## src/rtl/pwm_deadtime.sv

```systemverilog
// pwm_deadtime: converts a single PWM bit into complementary high/low gate
// drives for one half-bridge leg. It inserts a programmable dead interval
// between the two drives and latches a shutdown when an external fault trips.
// All outputs are flops loaded from the next-state decode, so they cannot glitch.
module pwm_deadtime #(
  parameter int DT_W        = 8,
  parameter int SYNC_STAGES = 2
) (
  input  logic            clk,
  input  logic            rst_n,
  input  logic            pwm_in,
  input  logic            en,
  input  logic [DT_W-1:0] dead_cycles,
  input  logic            fault_in,
  input  logic            fault_clr,
  output logic            hi_out,
  output logic            lo_out,
  output logic            dead_active,
  output logic            fault_flag
);

  typedef enum logic [2:0] {
    ST_IDLE  = 3'd0,
    ST_HI    = 3'd1,
    ST_LO    = 3'd2,
    ST_DEAD  = 3'd3,
    ST_FAULT = 3'd4
  } state_t;

  localparam logic [DT_W-1:0] CNT_ONE = DT_W'(1);

  state_t           state_reg, state_next;
  logic [DT_W-1:0]  cnt_reg, cnt_next;
  logic [DT_W-1:0]  cnt_load;
  logic             hi_reg, hi_next;
  logic             lo_reg, lo_next;
  logic             dead_reg, dead_next;
  logic             fault_reg, fault_next;

  // fault_in is asynchronous. Stage 0 samples the pin, and each later stage
  // samples the stage before it.
  logic [SYNC_STAGES-1:0] sync_reg;
  logic [SYNC_STAGES-1:0] sync_next;
  logic                   fault_s;

  genvar gi;
  generate
    for (gi = 0; gi < SYNC_STAGES; gi++) begin : g_sync
      if (gi == 0) begin : g_first
        assign sync_next[gi] = fault_in;
      end else begin : g_chain
        assign sync_next[gi] = sync_reg[gi-1];
      end
    end
  endgenerate

  assign fault_s = sync_reg[SYNC_STAGES-1];

  // Fault synchroniser shift register
  always_ff @(posedge clk or negedge rst_n) begin
    if (!rst_n) begin
      sync_reg <= '0;
    end else begin
      sync_reg <= sync_next;
    end
  end

  // A dead_cycles value of 0 behaves like 1. The counter counts down to 0,
  // so it is loaded with N-1 and DEAD lasts exactly max(N,1) cycles.
  assign cnt_load = (dead_cycles == '0) ? '0 : (dead_cycles - CNT_ONE);

  // State, dead counter and registered output decode
  always_ff @(posedge clk or negedge rst_n) begin
    if (!rst_n) begin
      state_reg <= ST_IDLE;
      cnt_reg   <= '0;
      hi_reg    <= 1'b0;
      lo_reg    <= 1'b0;
      dead_reg  <= 1'b0;
      fault_reg <= 1'b0;
    end else begin
      state_reg <= state_next;
      cnt_reg   <= cnt_next;
      hi_reg    <= hi_next;
      lo_reg    <= lo_next;
      dead_reg  <= dead_next;
      fault_reg <= fault_next;
    end
  end

  // Next-state logic. The priority order is: fault, then enable, then the
  // normal PWM transitions. FAULT ignores en, so only fault_clr releases it.
  always_comb begin
    state_next = state_reg;
    cnt_next   = cnt_reg;

    if (fault_s) begin
      state_next = ST_FAULT;
    end else if (state_reg == ST_FAULT) begin
      if (fault_clr) begin
        state_next = ST_IDLE;
      end
    end else if (!en) begin
      state_next = ST_IDLE;
    end else begin
      case (state_reg)
        ST_IDLE: begin
          state_next = ST_DEAD;
          cnt_next   = cnt_load;
        end
        ST_HI: begin
          if (!pwm_in) begin
            state_next = ST_DEAD;
            cnt_next   = cnt_load;
          end
        end
        ST_LO: begin
          if (pwm_in) begin
            state_next = ST_DEAD;
            cnt_next   = cnt_load;
          end
        end
        ST_DEAD: begin
          // pwm_in is sampled again when the interval expires. A pulse
          // shorter than the dead time therefore returns to the original side.
          if (cnt_reg == '0) begin
            state_next = pwm_in ? ST_HI : ST_LO;
          end else begin
            cnt_next = cnt_reg - CNT_ONE;
          end
        end
        default: begin
          state_next = ST_IDLE;
        end
      endcase
    end
  end

  // Output decode from the next state, so the outputs change on the same edge as the state
  always_comb begin
    hi_next    = (state_next == ST_HI);
    lo_next    = (state_next == ST_LO);
    dead_next  = (state_next == ST_DEAD);
    fault_next = (state_next == ST_FAULT);
  end

  assign hi_out      = hi_reg;
  assign lo_out      = lo_reg;
  assign dead_active = dead_reg;
  assign fault_flag  = fault_reg;

endmodule

```

## config.mk

```make
export PLATFORM = sky130hd
export DESIGN_NAME = pwm_deadtime
export DESIGN_NICKNAME = d
export VERILOG_FILES = /design/src/rtl/pwm_deadtime.sv
export SDC_FILE = /design/constraint.sdc
export NUM_CORES = 1
export LEC_CHECK = 0
export ABC_AREA = 1
export ABC_CLOCK_PERIOD_IN_PS = 1810
export CORE_UTILIZATION = 52
export DETAILED_ROUTE_END_ITERATION = 10
export PLACE_DENSITY = 0.78
export SLEW_MARGIN = 40
export SYNTH_ARGS = -nofsm -noshare
export SYNTH_HDL_FRONTEND = slang
export SYNTH_SLANG_ARGS = --single-unit
```

## constraint.sdc

```tcl
create_clock -name clk -period 1.81 [get_ports clk]
set_clock_uncertainty 0.1 [all_clocks]
set_input_delay 0.181 -clock clk [delete_from_list [all_inputs] [get_ports clk]]
set_output_delay 0.181 -clock clk [all_outputs]
set_load 0.03 [all_outputs]
```

# Yosys cells after proc, flatten, opt, wreduce, memory -nomap -nowiden
# Cells that the tools add are included.
# word_totals
register_bits,17
latchBits,0
ramBits,0
rom_bits,0
elab_cells,41
mem_count,0
# classes
n_addsub,2
mul,0
div_mod_pow,0
magnitude_cmp,0
eq_ne,11
shift,0
mux,14
bitwise,2
reduce_logical,5
# ops
op,n
2-to-1 mux 8 bit,4
one-hot mux 8 bit (4 select lines),1
2-to-1 mux 3 bit,7
zero test 8 bit,2
subtractor 8 x 1 -> 8 bit (second input constant),2
equality test 3 x 2 -> 1 bit (second input constant),4
one-hot mux 3 bit (4 select lines),1
AND reduction 7 bit,1
equality test 3 x 1 -> 1 bit (second input constant),2
equality test 3 bit (second input constant),2
inequality test 2 bit (second input constant),3
nonzero test 4 bit,1
zero test 3 bit,1
2-to-1 mux 2 bit,1
inverter 1 bit,2

# Depth between registers and ports, before layout
# logic_depth
depth_word,7
mapped_depth,11
mapped_depth_nobuf,11

# Least setup slack after synthesis
# No wires, ideal clock.
# synth_path
kind,register to register
startpoint,reg cnt_reg[0]
endpoint,reg cnt_reg[0]
setup_time_ns,0.117
t_arrival_ns,1.230
required_ns,1.593
slack_ns,0.364
stages_incl_launch_ff,10
path_cell_list,dfrtp_1 > inv_1 > ha_1 > nand2_1 > nor2_1 > nand2_2 > o21ai_4 > inv_4 > nand2_1 > nand2_1
# synth_via
elab_chain_len,3
elab_cells_between_ends,6
classes_between,add/sub: 1; eq/ne: 1; mux: 2; reduce/logical: 2
# synth_rtl
item,line,source
from (decl),33,"logic [DT_W-1:0] cnt_reg, cnt_next;"
from (signal assigned),83,cnt_reg <= cnt_next;
subtractor 8 x 1 -> 8 bit or zero test 8 bit (tied branches),"129, 126",
2-to-1 mux 8 bit or inequality test 2 bit (tied branches),n/a,
one-hot mux 8 bit (4 select lines) or AND reduction 7 bit (tied branches),n/a,
# Parallel ways exist; a longest one is shown, timed or not. The select of a mux whose other input is x is not followed.
# A chain may end at the register's enable or synchronous reset.

# Final worst setup path
# layout_path
startpoint,reg cnt_reg[0]
endpoint,reg cnt_reg[2]
# Same word-level chain as after synthesis.

==> results.sh <==
export IMPL_cts_tree="done"
export IMPL_ioPinCount=18
export IMPL_largest_reg_flops=8
export IMPL_grt_ovfl_total=0
export IMPL_nets=208
export IMPL_crit_chain="inv_1 > ha_1 > nand2_1 > nor2_1 > nand2_2 > o21ai_4 > buf_4 > nand2_1 > nand2_1"
export IMPL_synth_edf_count=0
export IMPL_grt_max_degree=18
export IMPL_ant_nets=0
export IMPL_slowest_stage="dfrtp_1"
export IMPL_synthArstFlopShare_pct=100
export IMPL_start_kind="flop"
export IMPL_max_freq_ghz=0.581
export IMPL_viasPerCell=5.18
export IMPL_ir_drop_uv=634
export IMPL_final_core_util_pct=69.6
export IMPL_antenna_cells=0
export IMPL_synthesis_nets=183
export IMPL_relSlewSlack_pct=79.3
export IMPL_tightest_slew_ns=0.306
export IMPL_wl_per_cell_um=11.4
export IMPL_synth_distinct_cells=25
export IMPL_cts_made_buffers=3
export IMPL_cp_required_ns=1.95
export IMPL_clockBufferDepth=2
export IMPL_hold_buffers=0
export IMPL_period_needed_ns=1.72
export IMPL_place_ws_ns=0.0326
export IMPL_syn_avg_cell_area_um2=6.84
export IMPL_yosysTopAreaCellShare_pct=37.5
export IMPL_clk_transition_reported_paths_ns=0.10
export IMPL_setup_slack_ns=0.0893
export IMPL_setup_violations_final=0
export IMPL_endpoint_kind="flop"
export IMPL_cts_sinks=17
export IMPL_cts_repair_resized=0
export IMPL_drc_errors=0
export IMPL_min_path_type="in2async"
export IMPL_cp_arrival_ns=1.86
export IMPL_synth_seq_area_share_pct=37.5
export IMPL_drt_iter0_markers=36
export IMPL_synth_most_common_cell="nand2_1"
export IMPL_synth_seq_cells=17
export IMPL_power_mw=1.01
export IMPL_leakage_nw=0.709
export IMPL_die_width_um=48.7
export IMPL_cts_htree_levels=1
export IMPL_detailed_place_hpwl_um=1890
export IMPL_drv_slew=0
export IMPL_ys_top_cells_by_count="nand2_1 (63), nor2_1 (22), dfrtp_1 (17), inv_1 (15)"
export IMPL_finalHoldViolations=0
export IMPL_place_gp_congestion=0.937
export IMPL_grt_pass1_wl_um=4090
export IMPL_syn_to_final_growth_pct=22.8
export IMPL_start_util_pct=56.7
export IMPL_grt_usage_pct=22.6
export IMPL_synth_area_leaders="dfrtp_1 (37%), nand2_1 (21%), nor2_1 (7.3%), inv_1 (5.0%), ha_1 (3.3%)"
export IMPL_synthFlopType="dfrtp_1"
export IMPL_num_rows=16
export IMPL_syn_inst=166
export IMPL_powerDensity_nw_per_um2=721
export IMPL_fin_crit_sh_pct=95.1
export IMPL_slowest_delay_ns=0.40
export IMPL_dr_pass1_iters=4
export IMPL_wl_um=2480
export IMPL_outcome="finished, final reports clean"
export IMPL_vias=1125
export IMPL_syn_cell_area_um2=1130
export IMPL_max_cap_violations=0
export IMPL_worst_setup_path_type="reg2reg"
export IMPL_layout_drive_gt1_share_pct=12.1
export IMPL_die_area_um2=2370
export IMPL_antenna_found_initial=0
export IMPL_cp_max_fo=6
export IMPL_first_global_vias=1011
export IMPL_cts_root_buf="clkbuf_4"
export IMPL_yosysTopAreaCell="dfrtp_1"
export IMPL_io_buffers=17
export IMPL_clk_latency_ns=0.29
export IMPL_fp_dieH_um=48.7
export IMPL_cp_common_cell="nand2_1"
export IMPL_core_um2=2000
export IMPL_ys_warn_count=0
==> power breakdown <==
| part | internal, mW | total, mW | leakage [nW] | switching [mW] |
|---|---|---|---|---|
| clock | 0.0841 | 0.209 | 0.0139 | 0.125 |
| sequential | 0.427 | 0.470 | 0.214 | 0.0428 |
| combinational | 0.128 | 0.326 | 0.481 | 0.198 |
==> cell families after synthesis <==
kind of cell	share of synthesized area, %
and+or+nand+nor	38.7
buffers and inverters	7.94
AOI/OAI and AO/OA	10.3
DFF	37.5
xor gates and xnor gates	2.32
adders and majority gates	3.31
==> placed cells by master, fill, tap and decap left out, types with 4 or more instances in the layout <==
master           instances
clkdlybuf4s50_1         17
o21ai_0                  7
a21oi_1                  4
nor2_1                  22
inv_1                   15
dfrtp_1                 17
buf_4                    4
nand2_1                 63
inv_2                    6
nand3_1                  7
==> through the flow <==
stage	instances	cell area, um^2	TNS [ns]	hold WS, ns
after floorplan	166	1130	0	-0.215
after global placement	211	1350	0	0.236
after detailed placement	211	1350	0	0.239
after CTS	215	1380	0	0.0981
after global routing	217	1390	-0.0200	0.104
final	217	1390	0	0.101
==> critical path: cells and delay by family, from the launching register on <==
| kind | cells | cell delay (ns) |
|---|---|---|
| AOI/OAI and AO/OA | 1 | 0.27 |
| adders and majority gates | 1 | 0.19 |
| buffers and inverters | 2 | 0.27 |
| DFF | 1 | 0.40 |
| and+or+nand+nor | 5 | 0.43 |
==> layer usage <==
layer | global-route usage (%) | routed length [um] | vias up
li1 | - | - | 565
met2 | 37.7 | 1150 | 36
met3 | 7.23 | 160 | 3
met4 | 4.90 | 8 | 0
met5 | 0 | 0 | -
met1 | 28.6 | 1160 | 521
==> timing repair <==
action	in CTS	in global routing
setup buffers	0	2
endpoints found under the hold margin	0	0
endpoints found under the setup margin	0	8
==> final timing paths <==
path	start	end	slack, ns	depth (start not counted)
setup / recovery	cnt_reg[0]$_DFFE_PN0P_	cnt_reg[2]$_DFFE_PN0P_	0.09	9
hold / removal	rst_n	cnt_reg[5]$_DFFE_PN0P_	0.10	2
setup reg to reg	cnt_reg[0]$_DFFE_PN0P_	cnt_reg[2]$_DFFE_PN0P_	0.09	9
hold reg to reg	sync_reg[0]$_DFF_PN0_	sync_reg[1]$_DFF_PN0_	0.26	0
max in group asynchronous	rst_n	cnt_reg[0]$_DFFE_PN0P_	1.32	2
min in group clk	fault_in	sync_reg[0]$_DFF_PN0_	0.22	1
==> area by class of cell <==
class,count,area [um^2]
clock buffers,3,22.5
clock inverters,1,7.51
fillers,158,608
inverters,22,85.1
multi-input cells,126,619
flip-flops and latches,17,425
well taps,27,33.8
repair buffers,21,200
No activity file was read; power rests on OpenSTA's default activity.
